## config.mk

```make
export PLATFORM = sky130hd
export DESIGN_NAME = bitclk_scheduler
export DESIGN_NICKNAME = d
export VERILOG_FILES = /design/src/rtl/bitclk_scheduler_pkg.sv /design/src/rtl/bitclk_scheduler_rr_arbiter.sv /design/src/rtl/bitclk_scheduler.sv
export SDC_FILE = /design/constraint.sdc
export NUM_CORES = 1
export LEC_CHECK = 0
export ABC_CLOCK_PERIOD_IN_PS = 2320
export CAP_MARGIN = 10
export CORE_ASPECT_RATIO = 1.4
export CORE_MARGIN = 5
export CORE_UTILIZATION = 48
export CTS_CLUSTER_DIAMETER = 60
export CTS_CLUSTER_SIZE = 12
export DETAILED_ROUTE_END_ITERATION = 10
export GPL_TIMING_DRIVEN = 0
export PLACE_DENSITY = 0.77
export SLEW_MARGIN = 5
export SYNTH_ARGS = -nofsm -noshare
export SYNTH_HDL_FRONTEND = slang
export SYNTH_SLANG_ARGS = --single-unit
```

## constraint.sdc

```tcl
create_clock -name clk -period 2.32 [get_ports clk]
set_input_delay 0.464 -clock clk [delete_from_list [all_inputs] [get_ports clk]]
set_output_delay 0.464 -clock clk [all_outputs]
set_load 0.05 [all_outputs]
```

## src/rtl/bitclk_scheduler_pkg.sv

```systemverilog
// Shared types and constants for the bit-clock scheduler and its divider.
package bitclk_scheduler_pkg;

  typedef enum logic [1:0] {
    ST_IDLE = 2'd0,
    ST_RUN  = 2'd1,
    ST_FIN  = 2'd2,
    ST_GAP  = 2'd3
  } state_t;

  localparam int unsigned DEF_LEN_W      = 8;
  localparam int unsigned DEF_GAP_CYCLES = 2;
  // Divider half-period in enabled system cycles; shared with the divider instance.
  localparam int unsigned CLK_PER_BIT    = 7;

  // Index width for a count of n items (at least one bit).
  function automatic int unsigned idx_width(input int unsigned n);
    return (n > 1) ? $clog2(n) : 1;
  endfunction

endpackage

```

## src/rtl/bitclk_scheduler_rr_arbiter.sv

```systemverilog
// Combinational round-robin pick: first requester after the last owner wins.
module bitclk_scheduler_rr_arbiter
  import bitclk_scheduler_pkg::*;
#(
  parameter int unsigned NREQ  = 2,
  parameter int unsigned IDX_W = idx_width(NREQ)
) (
  input  logic [NREQ-1:0]  req,
  input  logic [IDX_W-1:0] last,
  output logic [NREQ-1:0]  winner,
  output logic [IDX_W-1:0] win_idx
);

  logic [IDX_W-1:0] cand;
  logic             found;

  // Scan from last+1 around the ring and keep the first active request.
  always_comb begin
    winner  = '0;
    win_idx = '0;
    cand    = '0;
    found   = 1'b0;
    for (int unsigned k = 1; k <= NREQ; k++) begin
      cand = IDX_W'((32'(last) + k) % NREQ);
      if (!found && req[cand]) begin
        found   = 1'b1;
        win_idx = cand;
      end
    end
    if (found) winner = NREQ'(1) << win_idx;
  end

endmodule

```

## src/rtl/bitclk_scheduler.sv

```systemverilog
// Shares one external bit-clock divider between NREQ requesters, one burst at a time.
module bitclk_scheduler
  import bitclk_scheduler_pkg::*;
#(
  parameter int unsigned NREQ       = 2,
  parameter int unsigned LEN_W      = DEF_LEN_W,
  parameter int unsigned GAP_CYCLES = DEF_GAP_CYCLES
) (
  input  logic                    clk,
  input  logic                    rst,
  input  logic [NREQ-1:0]         req,
  input  logic [NREQ*LEN_W-1:0]   len,
  input  logic                    gen_clk,
  output logic                    gen_enable,
  output logic [NREQ-1:0]         grant,
  output logic                    bit_strobe,
  output logic [LEN_W-1:0]        bit_idx,
  output logic                    done,
  output logic                    aborted,
  output logic                    busy
);

  localparam int unsigned IDX_W = idx_width(NREQ);
  localparam int unsigned GAP_W = idx_width(GAP_CYCLES);

  state_t           state, state_n;
  logic [NREQ-1:0]  req_q;
  logic             gen_clk_q;
  logic [IDX_W-1:0] owner_idx, owner_idx_n;
  logic [IDX_W-1:0] last_idx, last_idx_n;
  logic [LEN_W-1:0] len_q, len_q_n;
  logic [GAP_W-1:0] gap_cnt, gap_cnt_n;
  logic             abort_pend, abort_pend_n;

  logic             gen_enable_n, bit_strobe_n, done_n, aborted_n, busy_n;
  logic [NREQ-1:0]  grant_n;
  logic [LEN_W-1:0] bit_idx_n;

  logic [NREQ-1:0]  win_onehot;
  logic [IDX_W-1:0] win_idx;
  logic [LEN_W-1:0] len_sel;
  logic             rise;
  logic             owner_req;
  logic             last_bit;

  bitclk_scheduler_rr_arbiter #(
    .NREQ  (NREQ),
    .IDX_W (IDX_W)
  ) u_rr_arbiter (
    .req     (req_q),
    .last    (last_idx),
    .winner  (win_onehot),
    .win_idx (win_idx)
  );

  assign rise      = gen_clk & ~gen_clk_q;
  assign owner_req = |(req_q & grant);
  assign last_bit  = (bit_idx == len_q - LEN_W'(1));

  // Burst length of the current arbitration winner.
  always_comb begin
    len_sel = '0;
    for (int unsigned i = 0; i < NREQ; i++) begin
      if (win_idx == IDX_W'(i)) len_sel = len[i*LEN_W +: LEN_W];
    end
  end

  // Next state and next registered outputs.
  always_comb begin
    state_n      = state;
    owner_idx_n  = owner_idx;
    last_idx_n   = last_idx;
    len_q_n      = len_q;
    gap_cnt_n    = gap_cnt;
    abort_pend_n = abort_pend;
    grant_n      = grant;
    bit_idx_n    = bit_idx;
    gen_enable_n = gen_enable;
    bit_strobe_n = 1'b0;
    done_n       = 1'b0;
    aborted_n    = 1'b0;
    case (state)
      ST_IDLE: begin
        if (|req_q) begin
          grant_n      = win_onehot;
          owner_idx_n  = win_idx;
          len_q_n      = len_sel;
          bit_idx_n    = '0;
          abort_pend_n = 1'b0;
          if (len_sel != '0) begin
            state_n      = ST_RUN;
            gen_enable_n = 1'b1;
          end else begin
            state_n = ST_FIN;
          end
        end
      end
      ST_RUN: begin
        if (rise) begin
          bit_strobe_n = 1'b1;
          bit_idx_n    = bit_idx + LEN_W'(1);
        end
        // Completion takes precedence over a simultaneous request drop.
        if (rise && last_bit) begin
          state_n      = ST_FIN;
          gen_enable_n = 1'b0;
        end else if (!owner_req) begin
          state_n      = ST_FIN;
          gen_enable_n = 1'b0;
          abort_pend_n = 1'b1;
        end
      end
      ST_FIN: begin
        done_n       = 1'b1;
        aborted_n    = abort_pend;
        gen_enable_n = 1'b0;
        last_idx_n   = owner_idx;
        gap_cnt_n    = GAP_W'(GAP_CYCLES - 1);
        state_n      = ST_GAP;
      end
      ST_GAP: begin
        grant_n      = '0;
        gen_enable_n = 1'b0;
        if (gap_cnt == '0) state_n = ST_IDLE;
        else               gap_cnt_n = gap_cnt - GAP_W'(1);
      end
      default: state_n = ST_IDLE;
    endcase
    busy_n = (state_n != ST_IDLE);
  end

  // State, bookkeeping and output registers.
  always_ff @(posedge clk) begin
    if (rst) begin
      state      <= ST_IDLE;
      req_q      <= '0;
      gen_clk_q  <= 1'b0;
      owner_idx  <= '0;
      last_idx   <= IDX_W'(NREQ - 1);
      len_q      <= '0;
      gap_cnt    <= '0;
      abort_pend <= 1'b0;
      gen_enable <= 1'b0;
      grant      <= '0;
      bit_strobe <= 1'b0;
      bit_idx    <= '0;
      done       <= 1'b0;
      aborted    <= 1'b0;
      busy       <= 1'b0;
    end else begin
      state      <= state_n;
      req_q      <= req;
      gen_clk_q  <= gen_clk;
      owner_idx  <= owner_idx_n;
      last_idx   <= last_idx_n;
      len_q      <= len_q_n;
      gap_cnt    <= gap_cnt_n;
      abort_pend <= abort_pend_n;
      gen_enable <= gen_enable_n;
      grant      <= grant_n;
      bit_strobe <= bit_strobe_n;
      bit_idx    <= bit_idx_n;
      done       <= done_n;
      aborted    <= aborted_n;
      busy       <= busy_n;
    end
  end

endmodule

```

==> results of run 1 <==
-- sequential cells by signal, indices dropped and copies added (netlist names) --
name        count
len_q           8
req_q           2
last_idx        1
gen_enable      1
gap_cnt         1
busy            1
aborted         1
abort_pend      1
gen_clk_q       1
owner_idx       1
done            1
bit_idx         8
grant           2
state           2
bit_strobe      1
-- Yosys cell counts (4+ instances only) --
cell / count
a211oi_1: 10
a21oi_1: 7
clkbuf_1: 6
dfxtp_1: 32
mux2i_1: 11
nand2_1: 7
nand2b_1: 4
nor2_1: 26
nor3_1: 14
nor4_1: 4
o21ai_0: 4
xnor2_1: 6
xor2_1: 9
-- per-layer routing --
metal / GRT usage, % / vias to the layer above / wire (um)
met2: 32.9 / 29 / 2230
met1: 21.3 / 765 / 1650
met3: 3.97 / 5 / 138
met4: 4.34 / 0 / 42
met5: 0 / - / 0
li1: - / 797 / -
-- area by class of cell --
| cell class | count | share of cell area (%) |
|---|---|---|
| Tap cell | 40 | 2.26 |
| Sequential cell | 32 | 28.9 |
| Multi-Input combinational cell | 147 | 44.7 |
| Timing Repair Buffer | 35 | 15.8 |
| Clock buffer | 6 | 3.72 |
| Clock inverter | 2 | 0.451 |
| Inverter | 3 | 0.508 |
| Buffer | 14 | 3.72 |
-- path summary, 6_finish.rpt --
check              from    endpoint  slack [ns]  depth (start not counted)
min          abort_pend     aborted        0.46                          1
min reg2reg  abort_pend     aborted        0.46                          1
max          bit_idx[3]  bit_idx[3]        0.29                          1
max reg2reg    len_q[0]  abort_pend        0.37                          8
-- cell families after synthesis --
family / after synthesis
and+or+nand+nor: 81
AOI/OAI and AO/OA: 38
DFF: 32
buffers and inverters: 17
xor gates and xnor gates: 15
muxes: 11
adders and majority gates: 2
-- through the flow --
step	std cells	instance area (um^2)
4_1_cts	279	2220
2_1_floorplan	196	1730
3_5_place_dp	271	2130
6_report	279	2220
3_3_place_gp	271	2130
5_1_grt	279	2220
-- placed cells by master, fill, tap and decap left out, drive strengths merged, types with 2 or more instances in the layout --
cell,instances
clkdlybuf4s50,35
dfxtp,32
nor2,26
nor3,16
clkbuf,12
mux2i,11
a211oi,11
xor2,9
buf,8
nand2,7
a21oi,7
xnor2,6
o21ai,6
nor4,5
nand2b,4
inv,3
and3,3
nand4,3
nand3,3
nor2b,3
or2b,2
a41oi,2
or3b,2
or4,2
ha,2
clkinv,2
o211ai,2
-- report_power, final --
part | switching, mW | internal (mW)
logic | 0.215 | 0.176
registers | 0.0416 | 0.593
clock network | 0.201 | 0.236
total | 0.457 | 1.01
==> reports/results.txt, run 1 <==
status: completed
Clock Latency Late Sink: 0.28 ns
critical path type: flop to primary output
CP Launch Type: flop
CTS Hold Buffers Added: 0
Synth Area in XOR/XNOR: 7.61%
Max H-tree Level: 2
Yosys warnings: 0
unrepaired setup endpoints after global routing: no
min cycle time layout: 2.03 ns
CP peak stage delay: 0.85 ns
# diodes: 0
predominant post-synthesis flop cell: dfxtp_1
worst min path class: flop to flop
clk slew on worst S/H paths: 0.07 ns
Fillers: 329
post-cts repair resize count: 0
multiplexer area fraction after synthesis: 6.38%
core area: 3440 um^2
dpl hpwl: 3140 um
Clock Path Buffers: 2
area of the multi-input gates: 991 um^2
largest net degree at the start of global routing: 11
Iter 0 DRT Violations: 44
Final Hold Fails: 0
vias in the first global route: 1489
Avg Cell Area, Syn: 8.80 um^2
Final setup viols: 0
post-synthesis simple-gate area fraction: 26.0%
final setup margin: 0.295 ns
register area share after synthesis: 37.1%
fraction of registers with async set/reset: 0%
GRT overflow: 0
Setup Fix Bufs, Post-CTS: 0
crit-path max FO: 6
global-route wire length before repair: 6840 um
die area: 4910 um^2
CP top delay family: buffers and inverters
post-synthesis adder-cell area fraction: 1.45%
row count: 25
crit path DAT: 1.56 ns
number of enable flip-flop cells after synthesis: 0
final core utilization: 64.5%
Synth Net Count: 219
# IOs: 36
Initial Utilization: 50.1%
Cell variety after synth: 47
Fin Clk Skew: 0.00536 ns
die extent in x: 60.7 um
synthesized flop and latch total: 32
Slew Limit Fails: 0
Worst setup EP type: primary output
Cells after Synth: 196
Synth Area in Compound Gates: 16.0%
sequential cell area: 641 um^2
max_slew headroom: 63.4%
Root Buffer: clkbuf_8
DR WL/cell: 14.6 um
GPL Wtd Cong: 0.883
largest family of logic cells by synthesized area: simple AND/OR/NAND/NOR gates
CP bufs+invs: 1
MaxCap Viol Count: 0
area share of the largest cell type after synthesis: 37.1%
1st-pass router iterations: 4
CTS buffer count: 5
power density over cell area: 660 nW/um^2
TritonCTS clock tree: built
drt drc: 0
ratio of cells with drive above 1 in the final layout: 10.9%
vias per cell: 5.72
initial antenna violation count: 0
Die Y: 80.9 um
Fin Setup TNS: 0 ns
maximum vdd ir drop: 0.641 mV
Nets: 261
Final Total Pwr: 1.46 mW
critical path's slowest cell: clkdlybuf4s50_1
top area cells in the synthesized netlist: dfxtp_1 37%, mux2i_1 6.4%, nor2_1 5.7%
antenna-violating nets left: 0
WL final: 4070 um
Tcrit/Tclk final: 87.3%
Port Buffer Count: 35
Critical Path RT: 1.86 ns
clock sink total: 32
Total Routing Usage GR: 18.2%
final hold slack: 0.458 ns
worst path cell trace: clkdlybuf4s50_1
actual slew at the worst max-slew pin: 0.549 ns
area of the mapped netlist: 1730 um^2
Pleak: 0.809 nW
P&R area growth vs syn: 28.6%
DP Worst Slack: 0.105 ns
DR vias: 1596
area leader, netlist: dfxtp_1
Peak Freq: 494 MHz
(Power assumes the default switching activity.)
==> inputs of run 2 (changes only) <==
Settings changed: CAP_MARGIN 10 to 20.
==> results of run 2 <==
Final layout, timing and power as in run 1 (identical DEF).
==> inputs of run 3 (changes only) <==
Settings changed: REMOVE_ABC_BUFFERS set to 1.
==> reports/results.txt, run 3 (synthesis results as in run 1) <==
power density over cell area: 648 nW/um^2
r2r setup slk: 0.25 ns
initial antenna violation count: 0
CP peak stage delay: 0.88 ns
Tcrit/Tclk final: 92.8%
Clock Path Buffers: 2
clk slew on worst S/H paths: 0.06 ns
DR vias: 1506
antenna-violating nets left: 0
Initial Utilization: 50.1%
GRT overflow: 0
CP bufs+invs: 1
vias per cell: 5.66
Die Y: 80.9 um
# diodes: 0
final setup margin: 0.166 ns
DR WL/cell: 14.3 um
worst path cell trace: clkdlybuf4s50_1
critical path type: flop to primary output
row count: 25
drt drc: 0
core area: 3440 um^2
WL final: 3790 um
most frequent cells in the layout: 35 x clkdlybuf4s50_1, 32 x dfxtp_1, 26 x nor2_1
vias in the first global route: 1459
Port Buffer Count: 35
Worst R2R Path Depth: 6
Fin Setup TNS: 0 ns
P&R area growth vs syn: 24.6%
actual slew at the worst max-slew pin: 0.885 ns
Peak Freq: 464 MHz
Root Buffer: clkbuf_8
ratio of cells with drive above 1 in the final layout: 7.96%
critical path depth: 1
max_slew headroom: 40.8%
Final setup viols: 0
clock sink total: 32
DP Worst Slack: -0.0791 ns
beginning of the worst register-to-register path: req_q[1]
status: completed
Total Routing Usage GR: 17.4%
Fin Clk Skew: 0.00783 ns
Critical Path RT: 1.86 ns
Clock Latency Late Sink: 0.28 ns
Final Hold Fails: 0
TritonCTS clock tree: built
maximum vdd ir drop: 0.587 mV
Critical Path Sink: bit_idx[2]
CP Launch Type: flop
crit-path max FO: 9
1st-pass router iterations: 4
largest net degree at the start of global routing: 34
die area: 4910 um^2
largest registers: bit_idx: 8 flops, len_q: 8 flops
dpl hpwl: 2810 um
Nets: 249
most common cell after layout, fill and taps aside: clkdlybuf4s50_1
Worst setup EP type: primary output
# IOs: 36
CTS Hold Buffers Added: 0
unrepaired setup endpoints after global routing: no
post-cts repair resize count: 0
critical path's slowest cell: clkdlybuf4s50_1
die extent in x: 60.7 um
Setup Fix Bufs, Post-CTS: 0
Pleak: 0.762 nW
global-route wire length before repair: 6470 um
CTS buffer count: 5
worst reg2reg endpoint: state[1]
Slew Limit Fails: 0
Iter 0 DRT Violations: 61
GPL Wtd Cong: 0.805
Final Total Pwr: 1.39 mW
worst min path class: flop to flop
crit path DAT: 1.69 ns
CP top delay family: buffers and inverters
min cycle time layout: 2.15 ns
MaxCap Viol Count: 0
Max H-tree Level: 2
Setup crit start: bit_idx[2]
==> run 3: changes by cell type in the layout (fill, tap and decap cells not counted), moves of 2 or more <==
cell | previous run | this run
buf_4 | 3 | 1
clkbuf_1 | 6 | 1
buf_6 | 2 | 0
buf_2 | 3 | 0
==> run 3: worst min path at each step <==
stage / startpoint / to / slack, ns / cells past startpoint
final: abort_pend / aborted / 0.45 / 1
after floorplan: abort_pend / aborted / 0.42 / 1
after detailed placement: abort_pend / aborted / 0.44 / 1
after global placement: abort_pend / aborted / 0.44 / 1
after CTS: abort_pend / aborted / 0.46 / 1
after global routing: abort_pend / aborted / 0.51 / 1
==> run 3: stage by stage <==
| step | utilization, % | std cells | hold slack, ns | instance area (um^2) |
|---|---|---|---|---|
| 6_report | 62.5 | 266 | 0.452 | 2150 |
| 4_1_cts | 62.0 | 265 | 0.460 | 2130 |
| 2_1_floorplan | - | 182 | 0.422 | 1640 |
| 3_5_place_dp | 59.8 | 258 | 0.442 | 2060 |
| 3_3_place_gp | 59.4 | 257 | 0.438 | 2040 |
| 5_1_grt | 62.5 | 266 | 0.507 | 2150 |
==> run 3: cell type report <==
cell class	instances	area, um^2
inverter	3	11.3
sequential	32	641
fill	308	1290
tap	40	50.0
clock inverter	1	5.00
multi-input combinational	147	997
timing repair buffer	37	373
clock buffer	6	72.6
==> run 3: routing by layer <==
| metal | track usage (%) | part of all wire (%) | vias up |
|---|---|---|---|
| met5 | 0 | 0 | - |
| met4 | 9.11 | 4.0 | 0 |
| met3 | 4.29 | 3.4 | 13 |
| met2 | 29.8 | 53 | 39 |
| met1 | 19.4 | 40 | 681 |
| li1 | - | - | 773 |
==> run 3: where the power goes <==
part / switching [mW] / internal, mW / total, mW / leakage, nW
Clock: 0.184 / 0.203 / 0.388 / 0.0410
Combinational: 0.180 / 0.164 / 0.344 / 0.459
Sequential: 0.0667 / 0.594 / 0.660 / 0.262
Total: 0.431 / 0.961 / 1.39 / 0.762
